### src/rtl/neogeo_pkg.sv
// Shared types for the 68000 bridge.
//   state_t  : bridge FSM states
//   M68K_AW  : width of the word address sent to the switch
package neogeo_pkg;

    typedef enum logic [1:0] {
        IDLE,
        REQ,
        ACK,
        ERR
    } state_t;

    localparam int M68K_AW = 20;

endpackage

### src/rtl/m68k_bridge_sync2.sv
// sync2: two-flop synchroniser for one asynchronous input.
//   clk, rstn : clock, asynchronous active-low reset
//   d         : asynchronous input
//   q         : synchronised output (RST_VAL while in reset)
module sync2 #(
    parameter logic RST_VAL = 1'b1
) (
    input  logic clk,
    input  logic rstn,
    input  logic d,
    output logic q
);

    logic s1_q, s1_d;
    logic s2_q, s2_d;

    always_comb begin
        s1_d = d;
        s2_d = s1_q;
    end

    always_ff @(posedge clk or negedge rstn) begin
        if (!rstn) begin
            s1_q <= RST_VAL;
            s2_q <= RST_VAL;
        end else begin
            s1_q <= s1_d;
            s2_q <= s2_d;
        end
    end

    assign q = s2_q;

endmodule

### src/rtl/m68k_bridge.sv
// m68k_bridge: turns 68000 bus cycles from the cartridge slot into single
// m68kreq/m68kack transactions on the switch, and returns DTACK/BERR and
// read data to the CPU.
//   clk, rstn          : clock, asynchronous active-low reset
//   m68k_*  (in)       : raw asynchronous 68000 pins (AS, UDS, LDS, RW, A[23:1], D)
//   m68k_dout/doe      : read data and data-bus output enable to the CPU
//   m68k_dtack_n/berr_n: cycle termination to the CPU
//   m68kreq..m68kbe    : level request and its fields, held until m68kack
//   m68kack/m68krdata  : one-cycle completion pulse and read data from the switch
module m68k_bridge
    import neogeo_pkg::*;
#(
    parameter logic [2:0] BASE    = 3'd0,
    parameter int         TIMEOUT = 1023,
    parameter int         TW      = 10
) (
    input  logic               clk,
    input  logic               rstn,
    input  logic               m68k_as_n,
    input  logic               m68k_uds_n,
    input  logic               m68k_lds_n,
    input  logic               m68k_rw,
    input  logic [22:0]        m68k_a,
    input  logic [15:0]        m68k_din,
    output logic [15:0]        m68k_dout,
    output logic               m68k_doe,
    output logic               m68k_dtack_n,
    output logic               m68k_berr_n,
    output logic               m68kreq,
    output logic [M68K_AW-1:0] m68kaddr,
    output logic [15:0]        m68kwdata,
    output logic               m68kwr,
    output logic [1:0]         m68kbe,
    input  logic               m68kack,
    input  logic [15:0]        m68krdata
);

    localparam logic [TW-1:0] TMO = TW'(TIMEOUT);

    logic as_s, uds_s, lds_s, rw_s;

    sync2 #(.RST_VAL(1'b1)) u_sync_as  (.clk(clk), .rstn(rstn), .d(m68k_as_n),  .q(as_s));
    sync2 #(.RST_VAL(1'b1)) u_sync_uds (.clk(clk), .rstn(rstn), .d(m68k_uds_n), .q(uds_s));
    sync2 #(.RST_VAL(1'b1)) u_sync_lds (.clk(clk), .rstn(rstn), .d(m68k_lds_n), .q(lds_s));
    sync2 #(.RST_VAL(1'b1)) u_sync_rw  (.clk(clk), .rstn(rstn), .d(m68k_rw),    .q(rw_s));

    state_t              state_q, state_d;
    logic                req_q, req_d;
    logic [M68K_AW-1:0]  addr_q, addr_d;
    logic [15:0]         wdata_q, wdata_d;
    logic                wr_q, wr_d;
    logic [1:0]          be_q, be_d;
    logic                dtack_n_q, dtack_n_d;
    logic                berr_n_q, berr_n_d;
    logic                doe_q, doe_d;
    logic [15:0]         dout_q, dout_d;
    logic [TW-1:0]       cnt_q, cnt_d;
    // armed: a released AS has been seen in IDLE, so the next AS fall is a new cycle.
    logic                armed_q, armed_d;
    // settle: the synchronisers hold their reset value for two clocks after
    // reset; that value must not count as an observed AS release.
    logic [1:0]          settle_q, settle_d;
    // abort: AS was released while the request was outstanding.
    logic                abort_q, abort_d;

    always_comb begin
        state_d   = state_q;
        req_d     = req_q;
        addr_d    = addr_q;
        wdata_d   = wdata_q;
        wr_d      = wr_q;
        be_d      = be_q;
        dtack_n_d = dtack_n_q;
        berr_n_d  = berr_n_q;
        doe_d     = doe_q;
        dout_d    = dout_q;
        cnt_d     = cnt_q;
        armed_d   = armed_q;
        abort_d   = abort_q;
        settle_d  = {settle_q[0], 1'b1};

        case (state_q)
            IDLE: begin
                if (as_s && settle_q[1]) armed_d = 1'b1;
                // Writes raise DS after AS; wait for a strobe so D is valid.
                if (!as_s && armed_q && (!uds_s || !lds_s)) begin
                    armed_d = 1'b0;
                    if (m68k_a[22:20] == BASE) begin
                        addr_d  = m68k_a[M68K_AW-1:0];
                        wdata_d = m68k_din;
                        wr_d    = !rw_s;
                        be_d    = {!uds_s, !lds_s};
                        req_d   = 1'b1;
                        cnt_d   = '0;
                        abort_d = 1'b0;
                        state_d = REQ;
                    end
                end
            end
            REQ: begin
                cnt_d = (cnt_q == TMO) ? cnt_q : cnt_q + 1'b1;
                if (as_s) abort_d = 1'b1;
                if (m68kack) begin
                    req_d = 1'b0;
                    if (abort_q || as_s) begin
                        state_d = IDLE;
                    end else begin
                        if (!wr_q) dout_d = m68krdata;
                        doe_d     = !wr_q;
                        dtack_n_d = 1'b0;
                        state_d   = ACK;
                    end
                end else if (cnt_d == TMO) begin
                    req_d = 1'b0;
                    // A CPU that already gave up on the cycle gets no BERR.
                    if (abort_q || as_s) begin
                        state_d = IDLE;
                    end else begin
                        berr_n_d = 1'b0;
                        state_d  = ERR;
                    end
                end
            end
            ACK: begin
                if (as_s) begin
                    dtack_n_d = 1'b1;
                    doe_d     = 1'b0;
                    state_d   = IDLE;
                end
            end
            ERR: begin
                if (as_s) begin
                    berr_n_d = 1'b1;
                    state_d  = IDLE;
                end
            end
            default: state_d = IDLE;
        endcase
    end

    always_ff @(posedge clk or negedge rstn) begin
        if (!rstn) begin
            state_q   <= IDLE;
            req_q     <= 1'b0;
            addr_q    <= '0;
            wdata_q   <= '0;
            wr_q      <= 1'b0;
            be_q      <= '0;
            dtack_n_q <= 1'b1;
            berr_n_q  <= 1'b1;
            doe_q     <= 1'b0;
            dout_q    <= '0;
            cnt_q     <= '0;
            armed_q   <= 1'b0;
            settle_q  <= '0;
            abort_q   <= 1'b0;
        end else begin
            state_q   <= state_d;
            req_q     <= req_d;
            addr_q    <= addr_d;
            wdata_q   <= wdata_d;
            wr_q      <= wr_d;
            be_q      <= be_d;
            dtack_n_q <= dtack_n_d;
            berr_n_q  <= berr_n_d;
            doe_q     <= doe_d;
            dout_q    <= dout_d;
            cnt_q     <= cnt_d;
            armed_q   <= armed_d;
            settle_q  <= settle_d;
            abort_q   <= abort_d;
        end
    end

    assign m68kreq      = req_q;
    assign m68kaddr     = addr_q;
    assign m68kwdata    = wdata_q;
    assign m68kwr       = wr_q;
    assign m68kbe       = be_q;
    assign m68k_dtack_n = dtack_n_q;
    assign m68k_berr_n  = berr_n_q;
    assign m68k_doe     = doe_q;
    assign m68k_dout    = dout_q;

endmodule

### config.mk
export PLATFORM = sky130hd
export DESIGN_NAME = m68k_bridge
export DESIGN_NICKNAME = d
export VERILOG_FILES = /design/src/rtl/neogeo_pkg.sv /design/src/rtl/m68k_bridge_sync2.sv /design/src/rtl/m68k_bridge.sv
export SDC_FILE = /design/constraint.sdc
export NUM_CORES = 1
export LEC_CHECK = 0
export CELL_PAD_IN_SITES_DETAIL_PLACEMENT = 1
export CELL_PAD_IN_SITES_GLOBAL_PLACEMENT = 2
export CORE_ASPECT_RATIO = 0.8
export CORE_MARGIN = 4
export CORE_UTILIZATION = 29
export CTS_CLUSTER_DIAMETER = 150
export DETAILED_ROUTE_END_ITERATION = 8
export PLACE_DENSITY = 0.77
export SLEW_MARGIN = 10
export SYNTH_ARGS = -nofsm -noshare
export SYNTH_HDL_FRONTEND = slang
export SYNTH_SLANG_ARGS = --single-unit
### constraint.sdc
create_clock -name clk -period 2.92 [get_ports clk]
set_input_delay 0.584 -clock clk [delete_from_list [all_inputs] [get_ports clk]]
set_output_delay 0.584 -clock clk [all_outputs]
set_load 0.01 [all_outputs]
==> impl_metrics.ini <==
[outcome]
status = finished clean

[route]
vias = 2509
routedWlPerCell_um = 16.90
ant_nets = 0
drtIter0Drc = 116
detail_route.first_pass.iterations = 4
via_per_inst = 4.770
drcViolationCount = 0
wl_mm = 8.889

[timing]
worst_hold_slack_ns = 0.2464
timing.fmax_mhz = 377.7
setup_tns_ns = 0
finClkSkew_ns = 0.005141
relSlewSlack_pct = 41.60
drv_slew = 0
timing_hold_violations_final = 0
layout_min_cycle_time_ns = 2.648
setup_viol = 0
fin_crit_sh_pct = 90.67
tightest_slew_ns = 0.8742
rsz0062_at_grt = false

[yosys]
synth-seq-cells = 83
yosysSeqAreaShare_pct = 61.81
syn_avg_cell_area_sq_um = 13.36
syn_inst = 253
ys.flop_type = dfrtp_1
syn_area_sq_mm = 0.003381
synthArstFlopShare_pct = 100.0
syn-num-nets = 316
synth_edf_count = 0
ys_warn_count = 0
ys_types = 46

[clock_tree]
cts_buffers = 9
clock_path_buffers = 2
cts_hold_buf = 0
cts_root_buffer = clkbuf_16
clkTransAtPathRegs_ns = 0.06
clock_latency_ns = 0.33
post_cts_resized = 0
cts_tree = built
post_cts_buffers = 0
htreeDepth = 3
clock_sinks = 83

[power_and_ir_drop]
p_switching_mw = 1.171
vdd_drop_max_uv = 393.1
power.internal_mw = 3.182
p_sw_share_pct = 26.90
seqPwrFrac_pct = 39.7
pwr-share-clk_pct = 30.3
total_leakage_power_nw = 2.171
p_comb_share_pct = 30.0
p_per_area_mw_per_mm2 = 852.2

[grt]
grt_pass1_vias = 2881
antenna_found_initial = 0
overflow = 0
grt_pass1_wl_mm = 15.12
grt_util_all_layers_pct = 14.12
grt_max_degree = 46

[run]
drv_cap = 0

[finish]
antenna_cells = 0
layout.nets = 440
final_layout_size_suffix_gt1_share_pct = 24.08
area_delta_synth_final_pct = 51.11

[placement]
io_buffers = 120
place_congestion = 0.8326
dp_hpwl_mm = 6.642

[floorplanning]
die_w_um = 128.7
initial_core_util_pct = 30.33
dieArea_sq_mm = 0.01346
placementRows = 34
core_region_area_sq_mm = 0.01115
io_pins = 121
fp.dieH_um = 104.6

[setup_path]
crit_family = simple AND/OR/NAND/NOR gates
cp-end-kind = register
cp_max_fo = 7
cpMaxStageDelayCell = or4_4
worstSetupStartpointType = register
worstSetupPathType = register to register
arrival_ns = 2.91
path_depth = 7
crit_chain = ha_1 -> nand4_1 -> nor3_2 -> o2111ai_1 -> or4_4 -> or3b_1 -> a32o_1
worstPathRequired_ns = 3.18
crit_buf_inv = 0
ff2ff_path_depth = 7
slowest_delay_ns = 0.46

[min_path]
worstHoldPathType = primary input to async pin
==> cells in the final DEF (no fill, tap or decap), types with 2 or more instances in the layout <==
cell and instances:
a32o_1 2, inv_1 7, o31ai_1 2, clkbuf_16 9
a22o_1 3, a21oi_1 7, a211oi_1 2, nand2_1 15
bufinv_16 3, nand4_1 4, mux2i_1 2, o21ai_0 10
or4_1 2, nand3_1 5, mux2_2 52, o22ai_1 2
clkinv_4 2, o2111ai_1 2, nor3_1 6, a31oi_1 3
dfstp_2 10, clkdlybuf4s50_1 119, nor2_1 8, buf_4 5
nor2b_1 2, dfrtp_1 73
==> power by group through the flow <==
stage,clock network (mW),registers (mW),logic (mW)
2_1_floorplan,0,1.84,0.394
3_3_place_gp,0,1.73,1.31
3_5_place_dp,0,1.75,1.33
4_1_cts,1.37,1.73,1.34
5_1_grt,1.42,1.79,1.41
6_report,1.32,1.73,1.31
==> cells by family (layout without fill, tap and decap cells) <==
group	Yosys count	count (layout)	synth area share [%]
multiplexers	54	54	17.91
flip-flops	83	83	61.81
AO/OA/AOI/OAI	41	41	8.401
buffers and inverters	19	148	2.480
adder cells (fa/ha/maj)	1	1	0.3700
XOR/XNOR	1	1	0.2591
AND/OR/NAND/NOR	53	53	8.661
other	1	1	0.1109
==> final timing paths <==
check | startpoint | slack, ns | end
min | rstn | 0.25 | m68kaddr[6]
max in group asynchronous | rstn | 1.92 | m68k_dtack_n
max reg2reg | cnt_q[0] | 0.27 | m68k_berr_n
min in group clk | u_sync_as.s1_q | 0.35 | u_sync_as.q
min reg2reg | u_sync_as.s1_q | 0.35 | u_sync_as.q
max | cnt_q[0] | 0.27 | m68k_berr_n
==> sequential cells by signal, summed over array words and instances, names as in the netlist, 2 cells and up <==
signal and flops:
m68k_dout 16, cnt_q 10, m68kwdata 16, m68kbe 2, settle_q 2, state_q 2, m68kaddr 20
==> area by class of cell <==
| type | count | area [sq um] |
|---|---|---|
| clock inverters | 6 | 112.6 |
| inverters | 7 | 26.28 |
| well taps | 144 | 180.2 |
| clock buffers | 10 | 239.0 |
| repair buffers | 125 | 1249 |
| multi-input cells | 151 | 1212 |
| flip-flops and latches | 83 | 2090 |
| fillers | 1173 | 6037 |
==> worst register-to-register path, delay by kind of cell, from the launching register on <==
| kind | cells | cell delay (ns) |
|---|---|---|
| AOI/OAI and AO/OA | 2 | 0.38 |
| adders and majority gates | 1 | 0.31 |
| DFF | 1 | 0.45 |
| and+or+nand+nor | 4 | 1.44 |
==> layer usage <==
layer  GRT usage (%)  up-vias  wire, um
met4           5.322        0       138
li1                -     1157         -
met3           6.170        9       766
met1           17.42     1260      3810
met5               0        -         0
met2           21.89       83      4174
==> Yosys cell counts, types with 2 or more instances <==
| library cell | instances | area share, % |
|---|---|---|
| dfrtp_1 | 73 | 54 |
| mux2_2 | 52 | 17 |
| nand2_1 | 15 | 1.7 |
| dfstp_2 | 10 | 7.8 |
| o21ai_0 | 10 | 1.5 |
| clkbuf_1 | 9 | 1.0 |
| nor2_1 | 8 | 0.89 |
| a21oi_1 | 7 | 1.0 |
| inv_1 | 7 | 0.78 |
| nand3_1 | 6 | 0.89 |
| nor3_1 | 6 | 0.89 |
| nand4_1 | 4 | 0.74 |
| a22o_1 | 3 | 0.78 |
| a31oi_1 | 3 | 0.56 |
| a211oi_1 | 2 | 0.44 |
| a32o_1 | 2 | 0.59 |
| mux2i_1 | 2 | 0.59 |
| nor2b_1 | 2 | 0.37 |
| o2111ai_1 | 2 | 0.52 |
| o22ai_1 | 2 | 0.37 |
| o31ai_1 | 2 | 0.44 |
| or4_1 | 2 | 0.44 |
==> metrics by stage <==
step	std cells	area, sq um	power [mW]	setup WS [ns]	util, %
global route	526	5109	4.618	0.1030	45.84
floorplan	253	3381	2.237	0.6185	-
global placement	510	4757	3.036	0.4443	42.68
finish	526	5109	4.354	0.2725	45.84
detailed placement	510	4757	3.080	0.3031	42.68
CTS	526	5109	4.435	0.2863	45.84
Power figures use the tool's default switching activity.
